[src/rtl/wb_port_arbiter.sv]
// rtl/wb_port_arbiter.sv - register-file write-port arbiter between P5 write-back and buffered MDU results
//
// Purpose:
//   Shares the single register-file write port between the P5 write-back
//   stage and the out-of-band multiply/divide unit. MDU results are queued
//   in a small FIFO. P5 has priority. A pipeline freeze is requested when
//   the FIFO head has waited STARVE_LIMIT cycles or the FIFO is full.
//   A P5 write to register R kills every queued MDU result for R, including
//   one being pushed in the same cycle. The MDU instruction is older, so
//   its value must not overwrite the newer P5 value.
//
// Parameters:
//   FIFO_DEPTH    MDU result buffer entries (power of two, >= 2)
//   STARVE_LIMIT  cycles a valid head may wait before a stall (1..15)
//
// Optional build macro:
//   WBARB_PERF_EN  adds the o_stall_cycles and o_mdu_writes counters
//
// Ports:
//   i_clk, i_rst                  clock, asynchronous active-high reset
//   i_p5_wr_en/i_p5_rd/i_p5_data  P5 write request
//   i_mdu_valid/i_mdu_rd/i_mdu_data, o_mdu_ready  MDU result push handshake
//   o_rf_wr_en/o_rf_wr_addr/o_rf_wr_data          registered RF write port
//   o_stall_req                   pipeline freeze request
//   o_stall_cycles, o_mdu_writes  performance counters (WBARB_PERF_EN only)

module wb_port_arbiter #(
  parameter int FIFO_DEPTH   = 2,
  parameter int STARVE_LIMIT = 4
) (
  input  logic        i_clk,
  input  logic        i_rst,
  input  logic        i_p5_wr_en,
  input  logic [4:0]  i_p5_rd,
  input  logic [31:0] i_p5_data,
  input  logic        i_mdu_valid,
  input  logic [4:0]  i_mdu_rd,
  input  logic [31:0] i_mdu_data,
  output logic        o_mdu_ready,
  output logic        o_rf_wr_en,
  output logic [4:0]  o_rf_wr_addr,
  output logic [31:0] o_rf_wr_data,
  output logic        o_stall_req
`ifdef WBARB_PERF_EN
  ,
  output logic [31:0] o_stall_cycles,
  output logic [31:0] o_mdu_writes
`endif
);

  localparam int AW = $clog2(FIFO_DEPTH);
  localparam logic [3:0] STARVE_MAX = 4'(STARVE_LIMIT);

  // Pointers carry one extra wrap bit so full and empty can be told apart.
  logic [AW:0]           wr_ptr;
  logic [AW:0]           rd_ptr;
  logic [4:0]            rd_q   [FIFO_DEPTH];
  logic [31:0]           data_q [FIFO_DEPTH];
  logic [FIFO_DEPTH-1:0] live_q;
  logic [3:0]            wait_cnt;

  logic          fifo_empty;
  logic          fifo_full;
  logic          head_valid;
  logic [AW-1:0] head_idx;
  logic [AW-1:0] wr_idx;
  logic          push;
  logic          grant_p5;
  logic          grant_mdu;
  logic          head_write;
  logic          push_live;

  assign wr_idx     = wr_ptr[AW-1:0];
  assign head_idx   = rd_ptr[AW-1:0];
  assign fifo_empty = (wr_ptr == rd_ptr);
  assign fifo_full  = (wr_ptr[AW] != rd_ptr[AW]) && (wr_ptr[AW-1:0] == rd_ptr[AW-1:0]);
  assign head_valid = !fifo_empty;

  assign o_mdu_ready = !fifo_full;
  assign o_stall_req = head_valid && ((wait_cnt == STARVE_MAX) || fifo_full);

  assign push = i_mdu_valid && o_mdu_ready;

  // A stall blocks P5 entirely. While stalled, the head always wins. Otherwise
  // the head takes any slot that P5 leaves unused.
  assign grant_p5   = !o_stall_req && i_p5_wr_en && (i_p5_rd != 5'd0);
  assign grant_mdu  = head_valid && !grant_p5;
  assign head_write = grant_mdu && live_q[head_idx] && (rd_q[head_idx] != 5'd0);

  // An entry pushed alongside a P5 write to the same register is born dead.
  assign push_live = !(grant_p5 && (i_mdu_rd == i_p5_rd));

  always_ff @(posedge i_clk or posedge i_rst) begin
    if (i_rst) begin
      wr_ptr       <= '0;
      rd_ptr       <= '0;
      live_q       <= '0;
      wait_cnt     <= 4'd0;
      o_rf_wr_en   <= 1'b0;
      o_rf_wr_addr <= 5'd0;
      o_rf_wr_data <= 32'd0;
    end else begin
      if (push) wr_ptr <= wr_ptr + 1'b1;
      if (grant_mdu) rd_ptr <= rd_ptr + 1'b1;

      if (grant_p5) begin
        for (int i = 0; i < FIFO_DEPTH; i++) begin
          if (rd_q[i] == i_p5_rd) live_q[i] <= 1'b0;
        end
      end
      if (push) live_q[wr_idx] <= push_live;

      if (grant_mdu || fifo_empty) wait_cnt <= 4'd0;
      else if (wait_cnt != STARVE_MAX) wait_cnt <= wait_cnt + 4'd1;

      o_rf_wr_en <= grant_p5 || head_write;
      if (grant_p5) begin
        o_rf_wr_addr <= i_p5_rd;
        o_rf_wr_data <= i_p5_data;
      end else if (grant_mdu) begin
        o_rf_wr_addr <= rd_q[head_idx];
        o_rf_wr_data <= data_q[head_idx];
      end
    end
  end

  // Payload storage needs no reset. Only live bits and pointers define occupancy.
  always_ff @(posedge i_clk) begin
    if (push) begin
      rd_q[wr_idx]   <= i_mdu_rd;
      data_q[wr_idx] <= i_mdu_data;
    end
  end

`ifdef WBARB_PERF_EN
  always_ff @(posedge i_clk or posedge i_rst) begin
    if (i_rst) begin
      o_stall_cycles <= 32'd0;
      o_mdu_writes   <= 32'd0;
    end else begin
      if (o_stall_req) o_stall_cycles <= o_stall_cycles + 32'd1;
      if (head_write)  o_mdu_writes   <= o_mdu_writes + 32'd1;
    end
  end
`endif

endmodule

[config.mk]
export PLATFORM = sky130hd
export DESIGN_NAME = wb_port_arbiter
export DESIGN_NICKNAME = d
export VERILOG_FILES = /design/src/rtl/wb_port_arbiter.sv
export SDC_FILE = /design/constraint.sdc
export NUM_CORES = 1
export LEC_CHECK = 0
export CAP_MARGIN = 20
export CORE_MARGIN = 10
export CORE_UTILIZATION = 47
export DETAILED_ROUTE_END_ITERATION = 12
export DONT_BUFFER_PORTS = 1
export PLACE_DENSITY = 0.59
export SLEW_MARGIN = 10
export SYNTH_ARGS = -nofsm -noshare
export SYNTH_HDL_FRONTEND = slang
export SYNTH_SLANG_ARGS = --single-unit
[constraint.sdc]
create_clock -name i_clk -period 2.55 [get_ports i_clk]
set_input_delay 0.3825 -clock i_clk [delete_from_list [all_inputs] [get_ports i_clk]]
set_output_delay 0.3825 -clock i_clk [all_outputs]
set_load 0.005 [all_outputs]
==> impl_metrics.toml, run 1 <==
[global_routing]
grtUsageTotal_pct = 15.53
grt_pass1_wl_mm = 19.04
grt_overflow = 0
grt_max_degree = 42
antenna_found_initial = 0
grt_pass1_vias = 3336

[synth]
ys_warn_count = 0
ys_ff_latch = 122
synth_largest_area_cell = "edfxtp_1"
yosys-top-cells-area = "edfxtp_1 43%, dfrtp_1 23%, mux2i_1 7.3%"
synthDistinctLibCells = 35
synthFlopType = "edfxtp_1"
syn_area_per_cell_um2 = 14.31
netlist.area_leader.share_pct = 42.55
synth_edf_count = 74
synth_nets = 445
synth_area_um2 = 5223
async_flop_share_pct = 39.34
synth-seq-area-share_pct = 65.55
syn_inst = 365

[detailed_routing]
via_per_inst = 5.505
firstDrtPassIters = 4
num_vias = 3127
wire_per_inst_um = 21.42
wl_mm = 12.17
ant_nets = 0
drt-initial-drc-count = 175
route.detailed.drc = 0

[sta]
holdWs_ns = 0.05110
setup_viol_count_final = 0
hold_violations = 0
post-route-min-period_ns = 2.438
post-route-period-util_pct = 95.60
timing.slew.headroom_pct = 61.04
max_freq_mhz = 410.2
drv_slew = 0
finalSetupTns_ns = 0
rsz0062_at_grt = "no"
max_slew.worst_pin.slew_ns = 0.5836
finClkSkew_ns = 0.004967

[clock_network]
ctsResizeCount = 0
root_buffer = "clkbuf_8"
cts_setup_buffers = 0
holdBufCountCts = 39
cts_made_buffers = 17
clk_latency_ns = 0.52
clk_pin_slew_ns = 0.05
cts_sinks = 122
htreeDepth = 4
cts_tree = "built"
clockBufferDepth = 2

[power_and_ir_drop]
clkPwrFrac_pct = 24.3
p_int_mw = 5.447
swShare_pct = 35.68
power_frac_seq_pct = 39.0
leakage_nw = 2.464
switching_power_mw = 3.022
p_comb_share_pct = 36.7
peakVddDrop_uv = 668.2
p_per_area_nw_per_um2 = 1341

[outcome]
outcome = "complete, no violations"

[worst_setup_path]
crit_required_ns = 2.17
endpoint_kind = "primary output"
cp.arrival_ns = 2.06
cp_num_buf_inv = 1
path_max_fanout = 17
cpMaxStageDelayCell = "dfrtp_1"
startpoint_type = "flip-flop"
path_cells = "xor2_2 -> mux2i_4 -> buf_4"
cpLargestDelayFamily = "flip-flops"
path_class = "reg -> out"
critPathMaxStageDelay_ns = 0.45
r2r_slack_ns = 0.50

[finish]
layout_commonest_cell = "edfxtp_1"
fill_cells = 869
syn2layout_area_growth_pct = 20.96
n_antenna_cell = 0
fin_cells = 568
layout_common_cells = "74 x edfxtp_1, 47 x dfrtp_1, 41 x inv_1"
nets = 496
drive_above_1_share_pct = 15.19

[floorplanning]
die_area_um2 = 15730
core_um2 = 10840
boundaryPins = 118
core.rowCount = 38
initial_core_util_pct = 48.18
die-height_um = 125.4
fp.dieW_um = 125.4

[min_path]
hold_path.class = "in -> reg"

[place]
io_buffers = 0
routabilityCongestion = 0.8149
dp_cells = 498
hpwl_mm = 8.216

[job]
cap_violations = 0
sequential cells by signal, summed over array words and instances, names as in the netlist:
signal	count
o_rf_wr_data	32
rd_q	10
wr_ptr	2
wait_cnt	4
o_rf_wr_addr	5
live_q	2
data_q	64
o_rf_wr_en	1
rd_ptr	2
final cells by class:
cell class	count	area, µm²	area share [%]
Tap cell	140	175.2	2.773
Timing Repair Buffer	54	528.0	8.358
Inverter	44	165.2	2.614
Clock inverter	5	46.29	0.7328
Multi-Input combinational cell	177	1520	24.06
Sequential cell	122	3425	54.21
Clock buffer	26	457.9	7.249
metal layers:
layer	share of wire [%]	global-route usage, %
met1	40	17.25
met5	0	0
met3	9.9	7.689
met2	49	24.90
met4	1.8	6.504
cells by family (layout without fill, tap and decap cells):
family | after synthesis | in the layout | synth area share (%)
AO/OA/AOI/OAI | 51 | 51 | 10.76
adder cells (fa/ha/maj) | 2 | 2 | 0.4791
buffers and inverters | 66 | 129 | 5.774
multiplexers | 39 | 39 | 7.499
flip-flops | 122 | 122 | 65.55
XOR/XNOR | 21 | 21 | 3.666
AND/OR/NAND/NOR | 64 | 64 | 6.277
per-stage QoR:
step                      total power [mW]  cell area (µm²)  worst slack (ns)  util (%)
after floorplan                      5.590             5223            0.2695         -
final                                8.469             6317            0.1123     58.28
after global routing                 8.997             6317          0.008149     58.28
after CTS                            8.573             6317           0.08262     58.28
after global placement               6.362             5423            0.5229     50.02
after detailed placement             6.423             5423            0.5059     50.02
final timing paths:
path,to,cells after the start,startpoint
worst max-delay path,o_stall_req,3,wr_ptr[0]
worst min-delay path,wr_ptr[0],3,i_mdu_valid
worst max register to register,data_q[1][27],5,rd_ptr[0]
worst min register to register,wr_ptr[1],1,wr_ptr[1]
max in group asynchronous,o_rf_wr_data[18],3,i_rst
min in group asynchronous,o_rf_wr_data[20],2,i_rst
synth_stat cells (all sizes together), types with 2 or more instances:
cell and count:
buf 16, mux2i 38, o41ai 2, a22oi 2
inv 44, and2 2, ha 2, nand2 6
nor3 38, o211ai 2, xor2 2, edfxtp 74
nand3 6, o21ai 6, a221oi 37, dfrtp 48
nor2 4, clkbuf 6, nand2b 2, xnor2 19
power groups by stage:
stage                     clock [mW]  combinational, mW  sequential, mW
final                           2.06               3.10            3.31
after global routing            2.19               3.42            3.39
after CTS                       2.11               3.14            3.32
after detailed placement           0               3.07            3.36
after global placement             0               3.03            3.33
after floorplan                    0               2.40            3.19
worst min-delay path, stage by stage:
cell and delay [ns]:
o21ai_0 0.05, nand2_1 0.05, nand2_1 0.05
(Power assumes the default switching activity.)
==> run 2, diff against run 1 <==
--- a/config.mk
+++ b/config.mk
@@ -11,6 +11,7 @@
 export DETAILED_ROUTE_END_ITERATION = 12
 export DONT_BUFFER_PORTS = 1
 export PLACE_DENSITY = 0.59
+export RECOVER_POWER = 25
 export SLEW_MARGIN = 10
 export SYNTH_ARGS = -nofsm -noshare
 export SYNTH_HDL_FRONTEND = slang
==> constraint.sdc (replaced) <==
create_clock -name i_clk -period 2.55 [get_ports i_clk]
set_input_delay 0.1275 -clock i_clk [delete_from_list [all_inputs] [get_ports i_clk]]
set_output_delay 0.1275 -clock i_clk [all_outputs]
set_load 0.005 [all_outputs]
==> run 2 against run 1 <==
  * Count of clock-buffer cells in the layout decreased by 2
  * Core utilization increased by 4.2 points
  * Worst hold slack got worse by 0.021 ns
  * First-iteration DRC count decreased by 2.9%
  * Clock skew increased by 0.0055 ns
  * Critical path depth increased by 3
  * Critical path type is now reg -> reg
  * Sequential cell count unchanged
  * Largest cell class unchanged
==> impl_metrics.toml, run 2 (synthesis gave the netlist of run 1 again) <==
[sta]
post-route-period-util_pct = 91.68
setup_viol_count_final = 0
hold_violations = 0
fin_ws_ns = 0.2122
finClkSkew_ns = 0.01051
post-route-min-period_ns = 2.338
timing.slew.headroom_pct = 29.90
max_freq_mhz = 427.8
finalSetupTns_ns = 0
max_slew.worst_pin.slew_ns = 1.052
rsz0062_at_grt = "no"
drv_slew = 0

[detailed_routing]
via_per_inst = 5.390
route.detailed.drc = 0
wl_mm = 12.67
drt-initial-drc-count = 170
ant_nets = 0
num_vias = 3277
wire_per_inst_um = 20.83
firstDrtPassIters = 4

[floorplanning]
initial_core_util_pct = 48.18
die-height_um = 125.4
fp.dieW_um = 125.4
core_um2 = 10840
core.rowCount = 38
boundaryPins = 118
die_area_um2 = 15730

[finish]
reg_top3 = "data_q x64, o_rf_wr_data x32, rd_q x10"
syn2layout_area_growth_pct = 29.68
top_register = "data_q"
n_antenna_cell = 0
layout_commonest_cell = "dlygate4sd3_1"
nets = 535
fill_cells = 823
drive_above_1_share_pct = 14.96
layout_common_cells = "79 x dlygate4sd3_1, 74 x edfxtp_1, 47 x dfrtp_1"
largest_reg_flops = 64

[worst_setup_path]
reg2reg_to = "o_rf_wr_data[24]"
r2r_slack_ns = 0.21
cp.arrival_ns = 2.64
rr_startpoint = "wait_cnt[0]"
path_max_fanout = 38
path_class = "reg -> reg"
r2r_cells = 6
crit_required_ns = 2.85
startpoint_type = "flip-flop"
endpoint_kind = "flip-flop"
cp-startpoint = "wait_cnt[0]"

[global_routing]
antenna_found_initial = 0
grt_pass1_vias = 3668
grtUsageTotal_pct = 16.28
grt_pass1_wl_mm = 20.25
grt_overflow = 0
grt_max_degree = 39

[min_path]
holdPathStages = 4
hold_path.class = "in -> reg"
holdCritStartpoint = "i_p5_rd[2]"
hold_end = "live_q[0]"

[job]
cap_violations = 0

[clock_network]
cts_tree = "built"
htreeDepth = 4
clk_latency_ns = 0.51
cts_sinks = 122
clk_pin_slew_ns = 0.05
clockBufferDepth = 2
root_buffer = "clkbuf_8"
cts_made_buffers = 17
ctsResizeCount = 0

[place]
hpwl_mm = 8.240
routabilityCongestion = 0.8029
io_buffers = 0
pre_cts_slack_ns = 0.1669

[outcome]
outcome = "complete, no violations"

[power_and_ir_drop]
peakVddDrop_uv = 805.3
p_per_area_nw_per_um2 = 1290
leakage_nw = 2.651
[run 2: changes by cell type in the layout (fill, tap and decap cells not counted), moves of 2 or more]
cell           delta
bufinv_16         +2
clkbuf_1          -3
clkinv_1          -2
clkinvlp_4        +2
dlygate4sd3_1    +40
[run 2: critical path: stages, from the launching register on]
cell and delay (ns):
dfrtp_1 0.40, inv_1 0.07, ha_1 0.20, nand3b_1 0.20
o2111ai_4 0.15, and2_2 0.88, a221oi_1 0.22
[run 2: per-layer routing]
metal | vias up | wire length [µm] | track usage [%]
met3 | 8 | 975 | 7.520
met5 | - | 0 | 0
met2 | 106 | 6558 | 27.71
li1 | 1532 | - | -
met4 | 0 | 108 | 4.675
met1 | 1631 | 5024 | 17.89
[run 2: metrics by stage]
stage / cell area [µm²] / hold WS, ns / instances / power [mW] / util, %
CTS: 6773 / 0.005751 / 608 / 8.839 / 62.48
global placement: 5403 / 0.05884 / 497 / 6.258 / 49.84
finish: 6773 / 0.03029 / 608 / 8.735 / 62.48
detailed placement: 5403 / 0.05414 / 497 / 6.357 / 49.84
global route: 6773 / 0.03830 / 608 / 9.260 / 62.48
floorplan: 5223 / 0.2264 / 365 / 5.590 / -
[run 2: timing repair]
| action | CTS | global route |
|---|---|---|
| hold buffers | 79 | 0 |
| endpoints found under the hold margin | 167 | 0 |
| buffers inserted | 0 | 0 |
[run 2: cell type report]
| type | instances | area [µm²] | share of cell area (%) |
|---|---|---|---|
| Clock buffer | 24 | 460.4 | 6.798 |
| Clock inverter | 8 | 118.9 | 1.755 |
| Inverter | 44 | 165.2 | 2.439 |
| Multi-Input combinational cell | 177 | 1520 | 22.45 |
| Sequential cell | 122 | 3425 | 50.56 |
| Tap cell | 140 | 175.2 | 2.586 |
| Timing Repair Buffer | 93 | 908.4 | 13.41 |
[run 2: worst max path at each step]
stage	endpoint	slack (ns)
after global placement	data_q[1][29]	0.28
after floorplan	data_q[0][0]	0.27
after detailed placement	o_rf_wr_data[2]	0.17
after global routing	o_rf_wr_data[24]	0.02
after CTS	o_rf_wr_data[22]	0.21
final	o_rf_wr_data[24]	0.21
[run 2: where the power goes]
part	internal (mW)	leakage, nW	total, mW	switching, mW
sequential	2.88	1.24	3.31	0.428
combinational	1.24	1.14	3.08	1.85
clock	1.53	0.277	2.34	0.806
